### src/rtl/mem_access_unit.sv
// ---------------------------------------------------------------------------
// mem_access_unit
//
// Single-port load/store execution stage that sits directly after the memory
// issue queue. It takes one memory micro-op at a time and computes the
// effective address. It then runs a request/response handshake with data
// memory, aligns and extends the returned load data, and writes the result
// back on the common tag bus.
//
// The issued micro-op is presented as flat uop_in_* fields rather than a
// packed struct, so the block needs no shared package.
//
// Ports
//   clock                     sole clock, rising edge
//   reset                     asynchronous, active-low reset
//   uop_in_valid              issued op valid
//   uop_in_mem_type           MEM_LD (2'b01) / MEM_ST (2'b10); other codes ignored
//   uop_in_mem_size           0 = byte, 1 = half, 2 = word
//   uop_in_mem_signed         sign-extend load data
//   uop_in_imm                address offset, sign-extended to XLEN
//   uop_in_rd_prf_int_index   destination physical register tag
//   rs1_data / rs2_data       base operand / store data
//   ex_busy                   unit not idle; issue queue must not issue
//   dmem_req_*                memory request (word-aligned address, byte enables,
//                             lane-shifted store data), held until ready
//   dmem_resp_*               load response, full aligned word
//   ctb_*                     load writeback on the common tag bus
//   exc_valid / exc_addr      misaligned-access pulse and faulting address
// ---------------------------------------------------------------------------
module mem_access_unit #(
    parameter int unsigned XLEN               = 32,
    parameter int unsigned PRF_INT_INDEX_SIZE = 6,
    parameter int unsigned IMM_WIDTH          = 12
) (
    input  logic                          clock,
    input  logic                          reset,

    input  logic                          uop_in_valid,
    input  logic [1:0]                    uop_in_mem_type,
    input  logic [1:0]                    uop_in_mem_size,
    input  logic                          uop_in_mem_signed,
    input  logic [IMM_WIDTH-1:0]          uop_in_imm,
    input  logic [PRF_INT_INDEX_SIZE-1:0] uop_in_rd_prf_int_index,
    input  logic [XLEN-1:0]               rs1_data,
    input  logic [XLEN-1:0]               rs2_data,

    output logic                          ex_busy,

    output logic                          dmem_req_valid,
    input  logic                          dmem_req_ready,
    output logic [XLEN-1:0]               dmem_req_addr,
    output logic                          dmem_req_we,
    output logic [3:0]                    dmem_req_be,
    output logic [XLEN-1:0]               dmem_req_wdata,
    input  logic                          dmem_resp_valid,
    input  logic [XLEN-1:0]               dmem_resp_rdata,

    output logic                          ctb_valid,
    output logic [PRF_INT_INDEX_SIZE-1:0] ctb_prf_int_index,
    output logic [XLEN-1:0]               ctb_data,

    output logic                          exc_valid,
    output logic [XLEN-1:0]               exc_addr
);

    localparam logic [1:0] MEM_LD = 2'b01;
    localparam logic [1:0] MEM_ST = 2'b10;

    typedef enum logic [1:0] {
        S_IDLE,
        S_REQ,
        S_WAIT,
        S_WB
    } state_e;

    state_e state_q, state_d;

    // Transaction context latched at acceptance
    logic [XLEN-1:0]               ea_q, ea_d;
    logic [1:0]                    size_q, size_d;
    logic                          signed_q, signed_d;
    logic                          is_load_q, is_load_d;
    logic                          misal_q, misal_d;
    logic [PRF_INT_INDEX_SIZE-1:0] tag_q, tag_d;

    // Request fields are precomputed at acceptance and registered, so the
    // memory interface is driven straight from flops and stays stable while
    // the request is back-pressured.
    logic [XLEN-1:0]               req_addr_q, req_addr_d;
    logic [3:0]                    req_be_q, req_be_d;
    logic                          req_we_q, req_we_d;
    logic [XLEN-1:0]               req_wdata_q, req_wdata_d;

    // Writeback data (left at zero for a misaligned load)
    logic [XLEN-1:0]               data_q, data_d;

    // ---------------------------------------------------------------------
    // Acceptance-side decode
    // ---------------------------------------------------------------------
    logic            op_ld;
    logic            op_st;
    logic            accept;
    logic [XLEN-1:0] ea_calc;
    logic [1:0]      ea_off;
    logic            misal_calc;
    logic [3:0]      be_calc;
    logic [XLEN-1:0] wdata_calc;

    always_comb begin
        op_ld   = (uop_in_mem_type == MEM_LD);
        op_st   = (uop_in_mem_type == MEM_ST);
        accept  = (state_q == S_IDLE) && uop_in_valid && (op_ld || op_st);
        // Effective address wraps modulo 2^XLEN.
        ea_calc = rs1_data + {{(XLEN-IMM_WIDTH){uop_in_imm[IMM_WIDTH-1]}}, uop_in_imm};
        ea_off  = ea_calc[1:0];

        misal_calc = 1'b0;
        be_calc    = 4'b1111;
        case (uop_in_mem_size)
            2'd0: begin
                misal_calc = 1'b0;
                be_calc    = 4'b0001 << ea_off;
            end
            2'd1: begin
                misal_calc = ea_off[0];
                be_calc    = 4'b0011 << ea_off;
            end
            default: begin
                misal_calc = (ea_off != 2'b00);
                be_calc    = 4'b1111;
            end
        endcase

        wdata_calc = rs2_data << {ea_off, 3'b000};
    end

    // ---------------------------------------------------------------------
    // Load-data alignment and extension
    // ---------------------------------------------------------------------
    logic [XLEN-1:0] resp_shifted;
    logic [XLEN-1:0] load_result;

    always_comb begin
        resp_shifted = dmem_resp_rdata >> {ea_q[1:0], 3'b000};
        case (size_q)
            2'd0:    load_result = {{(XLEN-8){signed_q & resp_shifted[7]}}, resp_shifted[7:0]};
            2'd1:    load_result = {{(XLEN-16){signed_q & resp_shifted[15]}}, resp_shifted[15:0]};
            default: load_result = resp_shifted;
        endcase
    end

    // ---------------------------------------------------------------------
    // FSM: state register
    // ---------------------------------------------------------------------
    always_ff @(posedge clock or negedge reset) begin
        if (!reset) begin
            state_q <= S_IDLE;
        end else begin
            state_q <= state_d;
        end
    end

    // ---------------------------------------------------------------------
    // FSM: next-state logic
    // ---------------------------------------------------------------------
    always_comb begin
        state_d = state_q;
        case (state_q)
            S_IDLE: begin
                if (accept) begin
                    state_d = misal_calc ? S_WB : S_REQ;
                end
            end
            S_REQ: begin
                if (dmem_req_ready) begin
                    state_d = req_we_q ? S_IDLE : S_WAIT;
                end
            end
            S_WAIT: begin
                if (dmem_resp_valid) begin
                    state_d = S_WB;
                end
            end
            S_WB: begin
                state_d = S_IDLE;
            end
            default: begin
                state_d = S_IDLE;
            end
        endcase
    end

    // ---------------------------------------------------------------------
    // Datapath registers
    // ---------------------------------------------------------------------
    always_comb begin
        ea_d        = ea_q;
        size_d      = size_q;
        signed_d    = signed_q;
        is_load_d   = is_load_q;
        misal_d     = misal_q;
        tag_d       = tag_q;
        req_addr_d  = req_addr_q;
        req_be_d    = req_be_q;
        req_we_d    = req_we_q;
        req_wdata_d = req_wdata_q;
        data_d      = data_q;

        if (accept) begin
            ea_d        = ea_calc;
            size_d      = uop_in_mem_size;
            signed_d    = uop_in_mem_signed;
            is_load_d   = op_ld;
            misal_d     = misal_calc;
            tag_d       = uop_in_rd_prf_int_index;
            req_addr_d  = {ea_calc[XLEN-1:2], 2'b00};
            req_be_d    = be_calc;
            req_we_d    = op_st;
            req_wdata_d = wdata_calc;
            data_d      = '0;
        end else if ((state_q == S_WAIT) && dmem_resp_valid) begin
            data_d = load_result;
        end
    end

    always_ff @(posedge clock or negedge reset) begin
        if (!reset) begin
            ea_q        <= '0;
            size_q      <= '0;
            signed_q    <= 1'b0;
            is_load_q   <= 1'b0;
            misal_q     <= 1'b0;
            tag_q       <= '0;
            req_addr_q  <= '0;
            req_be_q    <= '0;
            req_we_q    <= 1'b0;
            req_wdata_q <= '0;
            data_q      <= '0;
        end else begin
            ea_q        <= ea_d;
            size_q      <= size_d;
            signed_q    <= signed_d;
            is_load_q   <= is_load_d;
            misal_q     <= misal_d;
            tag_q       <= tag_d;
            req_addr_q  <= req_addr_d;
            req_be_q    <= req_be_d;
            req_we_q    <= req_we_d;
            req_wdata_q <= req_wdata_d;
            data_q      <= data_d;
        end
    end

    // ---------------------------------------------------------------------
    // FSM: outputs, decoded from state and latched registers only
    // ---------------------------------------------------------------------
    always_comb begin
        ex_busy           = (state_q != S_IDLE);
        dmem_req_valid    = (state_q == S_REQ);
        dmem_req_addr     = req_addr_q;
        dmem_req_we       = req_we_q;
        dmem_req_be       = req_be_q;
        dmem_req_wdata    = req_wdata_q;
        // A misaligned load still pulses ctb (with zero data) so that
        // dependent ops are woken up.
        ctb_valid         = (state_q == S_WB) && is_load_q;
        ctb_prf_int_index = tag_q;
        ctb_data          = data_q;
        exc_valid         = (state_q == S_WB) && misal_q;
        exc_addr          = ea_q;
    end

endmodule
### config.mk
export PLATFORM = sky130hd
export DESIGN_NAME = mem_access_unit
export DESIGN_NICKNAME = d
export VERILOG_FILES = /design/src/rtl/mem_access_unit.sv
export SDC_FILE = /design/constraint.sdc
export NUM_CORES = 1
export LEC_CHECK = 0
export CAP_MARGIN = 40
export CORE_AREA = 2 2 126 128
export DETAILED_ROUTE_END_ITERATION = 10
export DIE_AREA = 0 0 128 130
export GPL_TIMING_DRIVEN = 1
export PLACE_DENSITY = 0.95
export SYNTH_ARGS = -nofsm -noshare
export SYNTH_HDL_FRONTEND = slang
export SYNTH_SLANG_ARGS = --single-unit
### constraint.sdc
create_clock -name clock -period 3.71 [get_ports clock]
set_input_delay 0.371 -clock clock [delete_from_list [all_inputs] [get_ports clock]]
set_output_delay 0.371 -clock clock [all_outputs]
set_load 0.005 [all_outputs]
* Word level (Yosys, flattened, before mapping)
Cells that the tools add are included.
Cells by class: $add $sub $neg 1, eq/ne operators 10, shift-type cells 4, muxes and demuxes 11, bitwise logic cells 2, reductions and logical operators 13
Operators with widths (number):
- 32-bit 2-to-1 mux | 2
- 32-bit one-hot mux with 2 select lines | 1
- 32-bit adder | 1
- 32-bit by 5-bit << shifter with 32-bit output | 1
- 32-bit by 5-bit right shift with 32-bit output | 1
- 2-bit 2-to-1 mux | 5
- 2-bit by 1-bit equality test with 1-bit output, second input constant | 4
- 2-bit one-hot mux with 4 select lines | 1
- 4-bit one-hot mux with 2 select lines | 1
- 2-bit equality test, second input constant | 3
- 2-bit zero test | 3
- 2-bit nonzero test | 3
- 1-bit logical AND | 5
- 2-bit != test, second input constant | 2
- 1-bit by 2-bit << shifter with 4-bit output, first input constant | 1
- 2-bit by 2-bit << shifter with 4-bit output, first input constant | 1
- 3-bit AND reduction | 1
- 1-bit bitwise AND | 2
- 2-bit by 1-bit != test with 1-bit output, second input constant | 1
- 1-bit one-hot mux with 2 select lines | 1
- 1-bit logical OR | 1
Word-level totals: flip-flop bits (word level) 144, input bits 124, output and inout port bits 143, logic and storage cells 53

* Logic depth before layout (Yosys ltp)
Gate-level depths: netlist (run 1).
depth in word-level cells 6, depth in mapped cells 10, depth with buffers taken out 10

* Least setup slack after synthesis (run 1)
OpenSTA, ideal clock, no wires.
path kind input -> register, start point in uop_in_imm[0], end point reg ea_q[30] (netlist: exc_addr[30]), setup time 0.131 ns, data arrival time 2.182 ns, required time 3.579 ns, slack 1.396 ns, stages on the path 10, path buffers 0, cells stage by stage ha_1 -> inv_1 -> fa_1 -> nand2b_1 -> a21oi_1 -> o31ai_1 -> a21oi_2 -> o311ai_1 -> nand4_1 -> or3b_1
On the way: cells in the longest elaborated chain, start to end 1
Ends and longest elaborated chain:
- start: declaration | line 42 | input logic [IMM_WIDTH-1:0] uop_in_imm,
- 32-bit adder | line 114 | ea_calc = rs1_data + {{(XLEN-IMM_WIDTH){uop_in_imm[IMM_WIDTH-1]}}, uop_in_imm};
- end signal: assignment | line 228 | ea_q <= '0;
- end signal: assignment | line 240 | ea_q <= ea_d;
- end: declaration | line 79 | logic [XLEN-1:0] ea_q, ea_d;
No other way between the ends. A chain may end at the register's enable or synchronous reset.

* Worst setup path after layout (run 1)
start point in uop_in_imm[11], end point reg ea_q[30] (netlist: exc_addr[30])
Same word-level chain as after synthesis.

==> metrics.md, run 1 <==
| Metric | Value |
|---|---|
| Outcome | `finished, final reports clean` |
| Slew margin rel. | `0.4493` |
| Fin. Hold Viols | `0` |
| FF-to-FF path depth | `4` |
| DR vias | `7459` |
| FILL cells | `1145` |
| Cell variety after synth | `74` |
| Share of layout cells above drive strength 1 | `0.07989` |
| Die area | `16640 sq um` |
| Synth area leaders | `dfrtp_1 39%, nand2_1 8.8%, ha_1 5.6%` |
| Layout area overhead | `42.91%` |
| Commonest non-fill, non-tap cells in the layout | `263 x clkdlybuf4s50_1, 173 x nand2_1, 114 x dfrtp_1, 74 x o21ai_0, 49 x nor2_1` |
| Initial core utilization | `0.4784` |
| Worst Path Buf+Inv | `2` |
| Initial antenna violation count | `0` |
| Sequential cell area fraction in the yosys report | `0.3866` |
| Overall Power | `7.236 mW` |
| Clock skew after layout | `0.006309 ns` |
| RSZ-0062 raised after global routing | `false` |
| Number of flops mapped to enable cells by yosys | `0` |
| Nets | `1234` |
| Avg Inst Size Synth | `8.611 sq um` |
| Type of the worst setup path | `in -> reg` |
| Vias in the first global route | `7239` |
| # resized after CTS | `0` |
| Reg2Reg Setup Slack | `1.31 ns` |
| CP peak stage delay | `0.71 ns` |
| Max IR drop VDD | `0.0003521 V` |
| Drt total wl | `23.94 mm` |
| I/O Pins | `267` |
| Met2 Use GR | `0.4958` |
| Reg-to-reg endpoint | `exc_addr[10]` |
| Clk buf depth | `2` |
| First-pass GRT wire length | `36.27 mm` |
| Tightest Pin Transition | `0.8260 ns` |
| Reg area | `2853 sq um` |
| Grt met3 use | `0.06232` |
| Die Y | `130 um` |
| Grt ovf | `0` |
| DR vias/cell | `5.823` |
| PwrDens | `686.1 nW/um^2` |
| Placed insts | `1249` |
| Final estimated routing congestion in global placement | `0.8843` |
| Count of final setup violators | `0` |
| Critical path arrival | `3.23 ns` |
| Asr flop ratio synth | `1.000` |
| Setup Fix Bufs, Post-CTS | `0` |
| CP max FO | `12` |
| Slowest CP cell | `clkdlybuf4s50_1` |
| CTS buffer count | `17` |
| Drt pass-1 iters | `6` |
| Port bufs | `264` |
| Htree depth | `4` |
| Tmin final | `2.943 ns` |
| Setup TNS | `0 ns` |
| Syn. warnings | `0` |
| Drc violations | `0` |
| Crit path max-delay family | `compound AO/OA/AOI/OAI gates` |
| Max Cap Viol | `0` |
| Layout Cells excl Fill | `1281` |
| Post-DR wirelength/cell | `18.68 um` |
| Remaining antenna violation count after routing | `0` |
| Most used cell, CP | `a21o_1` |
| Max Transition Viols Final | `0` |
| Seq cells post-synth | `114` |
| Clock Tree Root | `clkbuf_16` |
| Die Wd | `128 um` |
| CTS tree | `done` |
| GRT Resource Usage Total | `0.2770` |
| Initial DRC Count | `424` |
| # rows | `46` |
| Cell taking the most area after synthesis | `dfrtp_1` |
| Worst reg2reg path startpoint | `state_q[1]` |
| Largest net degree at the start of global routing | `115` |
| Final critical-path share of the clock period | `0.7931` |
| Hold Path Class | `in -> async` |
| Leak pwr | `4.630 nW` |
| CP Launch Type | `input pin` |
| Clk Latency, worst-skew pair | `0.42 ns` |
| Met1 usage | `0.3193` |
| GR peak layer | `met2` |
| WP data required | `4.00 ns` |
| Hold Buf Count CTS | `0` |
| Core box area | `15420 sq um` |
| TritonCTS Sinks | `114` |
| Commonest non-fill, non-tap cell in the layout | `clkdlybuf4s50_1` |
| Post-Syn Area | `7380 sq um` |
| Ant diodes | `0` |
| Cells along the critical path | `clkdlybuf4s50_1 -> buf_4 -> ha_1 -> a21o_1 -> a21o_1 -> a21oi_2 -> o21ai_0 -> a22oi_1 -> a211oi_1 -> or3b_1` |
| Crit. End Element | `register` |
| Fmax | `339.8 MHz` |
| Worst-path clk slew | `0.05 ns` |
| Multi-input logic area | `4044 sq um` |
| Primary FF master, synth | `dfrtp_1` |
| WHS | `0.02440 ns` |
| Synth top area share | `0.3866` |
| Post-DP HPWL | `17.50 mm` |
| Mapped Cells | `857` |
## per-layer routing
layer	vias up	wire, um
met5	-	0
met1	3577	9285
met4	0	750
met2	384	12080
met3	57	1819
li1	3441	-
## logic make-up (layout without fill, tap and decap cells)
| family | after synthesis | count (layout) | share of synthesized area |
|---|---|---|---|
| flops | 114 | 114 | 0.3866 |
| fa+ha+maj | 34 | 34 | 0.05866 |
| compound gates | 229 | 229 | 0.2023 |
| simple gates | 311 | 311 | 0.1889 |
| mux | 49 | 49 | 0.06935 |
| other cells | 1 | 2 | 0.0005082 |
| xor+xnor | 22 | 22 | 0.02611 |
| buf+inv | 97 | 328 | 0.06765 |
## worst max-delay path by stage
| stage | startpoint | end | slack, ns | cells past startpoint |
|---|---|---|---|---|
| 2_1_floorplan | uop_in_imm[0] | exc_addr[30] | 1.40 | 10 |
| 3_3_place_gp | uop_in_imm[11] | exc_addr[30] | 0.40 | 10 |
| 3_5_place_dp | uop_in_imm[11] | exc_addr[30] | 0.37 | 10 |
| 4_1_cts | uop_in_imm[11] | exc_addr[30] | 0.81 | 10 |
| 5_1_grt | uop_in_imm[11] | exc_addr[30] | 0.63 | 10 |
| 6_report | uop_in_imm[11] | exc_addr[30] | 0.77 | 10 |
## flip-flops by register name, summed over array words and instances, names as in the netlist
signal,flops
ctb_data,32
ctb_prf_int_index,6
dmem_req_be,4
dmem_req_wdata,32
dmem_req_we,1
exc_addr,32
is_load_q,1
misal_q,1
signed_q,1
size_q,2
state_q,2
## cell usage after synthesis (17+ instances only)
library cell and n:
ha_1 33, nor2_1 49, dfrtp_1 114, clkbuf_1 31, mux2_2 17, mux2i_1 32
buf_4 32, a22o_1 24, nand3_1 24, o21ai_0 74, a21oi_1 47, nand2_1 173
## final cells by class
cell class / count / area share
clock inverter: 11 / 0.01008
timing repair buffer: 280 / 0.2629
inverter: 16 / 0.005695
tap: 192 / 0.02278
multi-input combinational: 647 / 0.3834
clock buffer: 21 / 0.04461
sequential: 114 / 0.2705
## report_power, final
group | switching (mW) | internal [mW] | leakage, nW
logic | 1.50 | 1.92 | 2.91
clock network | 0.598 | 0.975 | 0.275
registers | 0.432 | 1.81 | 1.45
total | 2.53 | 4.70 | 4.63
## stage by stage
step	setup slack (ns)	util	instance area, sq um
after detailed placement	0.3677	0.6463	9970
final	0.7674	0.6837	10550
after floorplan	1.396	-	7383
after CTS	0.8148	0.6837	10550
after global routing	0.6347	0.6837	10550
after global placement	0.3955	0.6463	9970
## worst register-to-register path, stage by stage, from the launching register on
cell     delay, ns
dfrtp_1       0.47
or2_1         0.34
or3b_4        0.70
buf_4         0.37
o41ai_1       0.41
Note: power is estimated with default switching activity, not from simulation.
==> inputs of run 2 (changes only) <==
--- a/config.mk
+++ b/config.mk
@@ -6,11 +6,11 @@
 export NUM_CORES = 1
 export LEC_CHECK = 0
 export CAP_MARGIN = 40
-export CORE_AREA = 2 2 126 128
+export CORE_AREA = 2 2 130 132
 export DETAILED_ROUTE_END_ITERATION = 10
-export DIE_AREA = 0 0 128 130
+export DIE_AREA = 0 0 132 134
 export GPL_TIMING_DRIVEN = 1
-export PLACE_DENSITY = 0.95
+export PLACE_DENSITY = 0.91
 export SYNTH_ARGS = -nofsm -noshare
 export SYNTH_HDL_FRONTEND = slang
 export SYNTH_SLANG_ARGS = --single-unit
==> constraint.sdc (replaced) <==
create_clock -name clock -period 2.75 [get_ports clock]
set_input_delay 0.275 -clock clock [delete_from_list [all_inputs] [get_ports clock]]
set_output_delay 0.275 -clock clock [all_outputs]
set_load 0.005 [all_outputs]
==> metrics.md, run 2 (synthesized netlist as in run 1, its figures left out) <==
| Metric | Value |
|---|---|
| Outcome | `finished, final reports clean` |
| Combinational share of power | `0.477 (+0.004)` |
| Share of layout cells above drive strength 1 | `0.1287 (+0.04881)` |
| Switching Fraction | `0.3552 (+0.004997)` |
| CP max FO | `7 (-5)` |
| I/O Pins | `267 (unchanged)` |
| # resized after CTS | `0 (unchanged)` |
| Port bufs | `264 (unchanged)` |
| Largest net degree at the start of global routing | `115 (unchanged)` |
| Die Wd | `132 um (+3.1%)` |
| Drt total wl | `24.35 mm (+1.7%)` |
| CTS tree | `done` |
| Post-DP Area | `10490 sq um (+5.2%)` |
| Clk buf depth | `2 (unchanged)` |
| Clk Latency, worst-skew pair | `0.41 ns (about the same)` |
| Ant diodes | `0 (unchanged)` |
| First-pass GRT wire length | `38.38 mm (+5.8%)` |
| Grt ovf | `0 (unchanged)` |
| Htree depth | `4 (unchanged)` |
| Vias in the first global route | `7617 (+5.2%)` |
| Initial DRC Count | `575 (+36%)` |
| RSZ-0062 raised after global routing | `false` |
| Fmax | `391.0 MHz` |
| Initial antenna violation count | `0 (unchanged)` |
| Worst Setup SP | `uop_in_imm[0]` |
| Max Cap Viol | `0 (unchanged)` |
| Die area | `17690 sq um (+6.3%)` |
| Die Y | `134 um (+3.1%)` |
| Max IR drop VDD | `0.0004812 V (+37%)` |
| Critical path arrival | `2.90 ns (-0.33 ns)` |
| Fin worst setup slack | `0.1922 ns (-0.5752 ns)` |
| Worst-path clk slew | `0.06 ns (about the same)` |
| Crit. End Element | `register` |
| Internal | `6.431 mW (+37%)` |
| Tmin final | `2.558 ns` |
| Remaining antenna violation count after routing | `0 (unchanged)` |
| Fin. Hold Viols | `0 (unchanged)` |
| DR vias/cell | `5.547 (-4.7%)` |
| Post-DP HPWL | `18.53 mm (+5.9%)` |
| Hold wc startpoint | `uop_in_rd_prf_int_index[0]` |
| Initial core utilization | `0.4530 (-0.02539)` |
| Clock power frac | `0.220 (+0.003)` |
| Post-route cell area | `11090 sq um (+5.1%)` |
| Commonest non-fill, non-tap cell in the layout | `clkdlybuf4s50_1` |
| CTS buffer count | `17 (unchanged)` |
| Post-DR wirelength/cell | `17.77 um (-4.9%)` |
| Pre-CTS setup slack | `-0.2081 ns (-0.5758 ns)` |
| Max Transition Viols Final | `0 (unchanged)` |
| WHS | `0.4137 ns (+0.3893 ns)` |
| Leak pwr | `4.952 nW (+6.9%)` |
| CP Launch Type | `input pin` |
| DR vias | `7599 (+1.9%)` |
| GRT Resource Usage Total | `0.2709 (-0.006109)` |
| Core box area | `16290 sq um (+5.6%)` |
| Switching power | `3.543 mW (+40%)` |
| Final critical-path share of the clock period | `0.9301` |
| Commonest non-fill, non-tap cells in the layout | `263 x clkdlybuf4s50_1, 173 x nand2_1, 114 x dfrtp_1, 74 x o21ai_0, 73 x buf_4` |
| Top sig layer | `met4` |
| Drc violations | `0 (unchanged)` |
| Slew margin rel. | `0.5280 (+0.07873)` |
| Routed met2 length | `12.33 mm (+2.0%)` |
| PwrDens | `899.5 nW/um^2 (+31%)` |
| Count of final setup violators | `0 (unchanged)` |
| # rows | `47 (+2.2%)` |
| Seq pwr share | `0.304 (-0.005)` |
| TritonCTS Sinks | `114 (unchanged)` |
| WL met1 | `9.495 mm (+2.3%)` |
| Clock Tree Root | `clkbuf_16` |
| Final estimated routing congestion in global placement | `0.9320 (+5.4%)` |
| Clock skew after layout | `0.009035 ns (+0.002727 ns)` |
| Tightest Pin Transition | `0.7053 ns (-0.1207 ns)` |
| Hold Path Class | `in -> reg` |
| Worst reg2reg path startpoint | `state_q[1]` |
| Layout area overhead | `50.27%` |
| Type of the worst setup path | `in -> reg` |
| Drt pass-1 iters | `7 (+1)` |
| WP data required | `3.09 ns (-0.91 ns)` |
| DR WL met3 | `1.672 mm (-8.1%)` |
| Nets | `1295 (+4.9%)` |
[run 2: changes by cell type in the layout (fill, tap and decap cells not counted), sizes merged]
cell	previous run	this run
buf	17	77
inv	16	26
clkbuf	21	17
dlygate4sd3	0	1
clkinv	7	3
clkinvlp	3	1
[run 2: area by class of cell]
cell class	instances	area, sq um
fillers	1212	5200
multi-input cells	647	4044
repair buffers	341	3271
flip-flops and latches	114	2853
clock buffers	17	425.4
well taps	220	275.3
clock inverters	15	161.4
inverters	16	60.06
[run 2: power by group through the flow]
| stage | clock, mW | sequential, mW | combinational, mW |
|---|---|---|---|
| 3_3_place_gp | 0 | 3.01 | 4.59 |
| 2_1_floorplan | 0 | 2.95 | 2.19 |
| 5_1_grt | 2.29 | 3.11 | 5.13 |
| 4_1_cts | 2.22 | 3.02 | 4.76 |
| 3_5_place_dp | 0 | 3.03 | 4.72 |
| 6_report | 2.19 | 3.03 | 4.75 |
[run 2: worst max-delay path, cell delays in order]
cell and delay, ns:
clkdlybuf4s50_1 0.47, ha_1 0.23, inv_1 0.07, fa_1 0.41
nand2b_1 0.18, a21oi_1 0.21, o31ai_1 0.15, a21oi_2 0.22
o21ai_2 0.14, or4_1 0.44, nand3_1 0.10
[run 2: through the flow]
stage | TNS [ns] | util | instances | total power, mW
final | 0 | 0.6808 | 1370 | 9.974
after detailed placement | -1.442 | 0.6441 | 1337 | 7.755
after global routing | 0 | 0.6808 | 1370 | 10.53
after CTS | 0 | 0.6808 | 1370 | 10.01
after global placement | -0.5557 | 0.6441 | 1337 | 7.594
after floorplan | 0 | - | 858 | 5.133
[run 2: final timing paths]
check / cells past startpoint / endpoint / slack, ns
setup / recovery: 11 / exc_addr[22] / 0.19
hold / removal: 3 / ctb_prf_int_index[0] / 0.41
setup reg to reg: 5 / dmem_req_wdata[22] / 0.70
hold reg to reg: 2 / dmem_req_wdata[3] / 0.46
max in group asynchronous: 3 / exc_addr[3] / 1.75
min in group asynchronous: 3 / dmem_req_be[2] / 0.48
[run 2: timing repair]
action                                 4_1_cts  5_1_grt
endpoints found under the hold margin       79        0
setup endpoints to repair                    0        0
hold buffers                                 1        0
setup buffers                                0        0
[run 2: per-layer routing]
layer  GRT usage  vias up
li1            -     3555
met1      0.3185     3605
met2      0.4809      379
met3     0.05745       60
met4      0.1141        0
met5           0        -
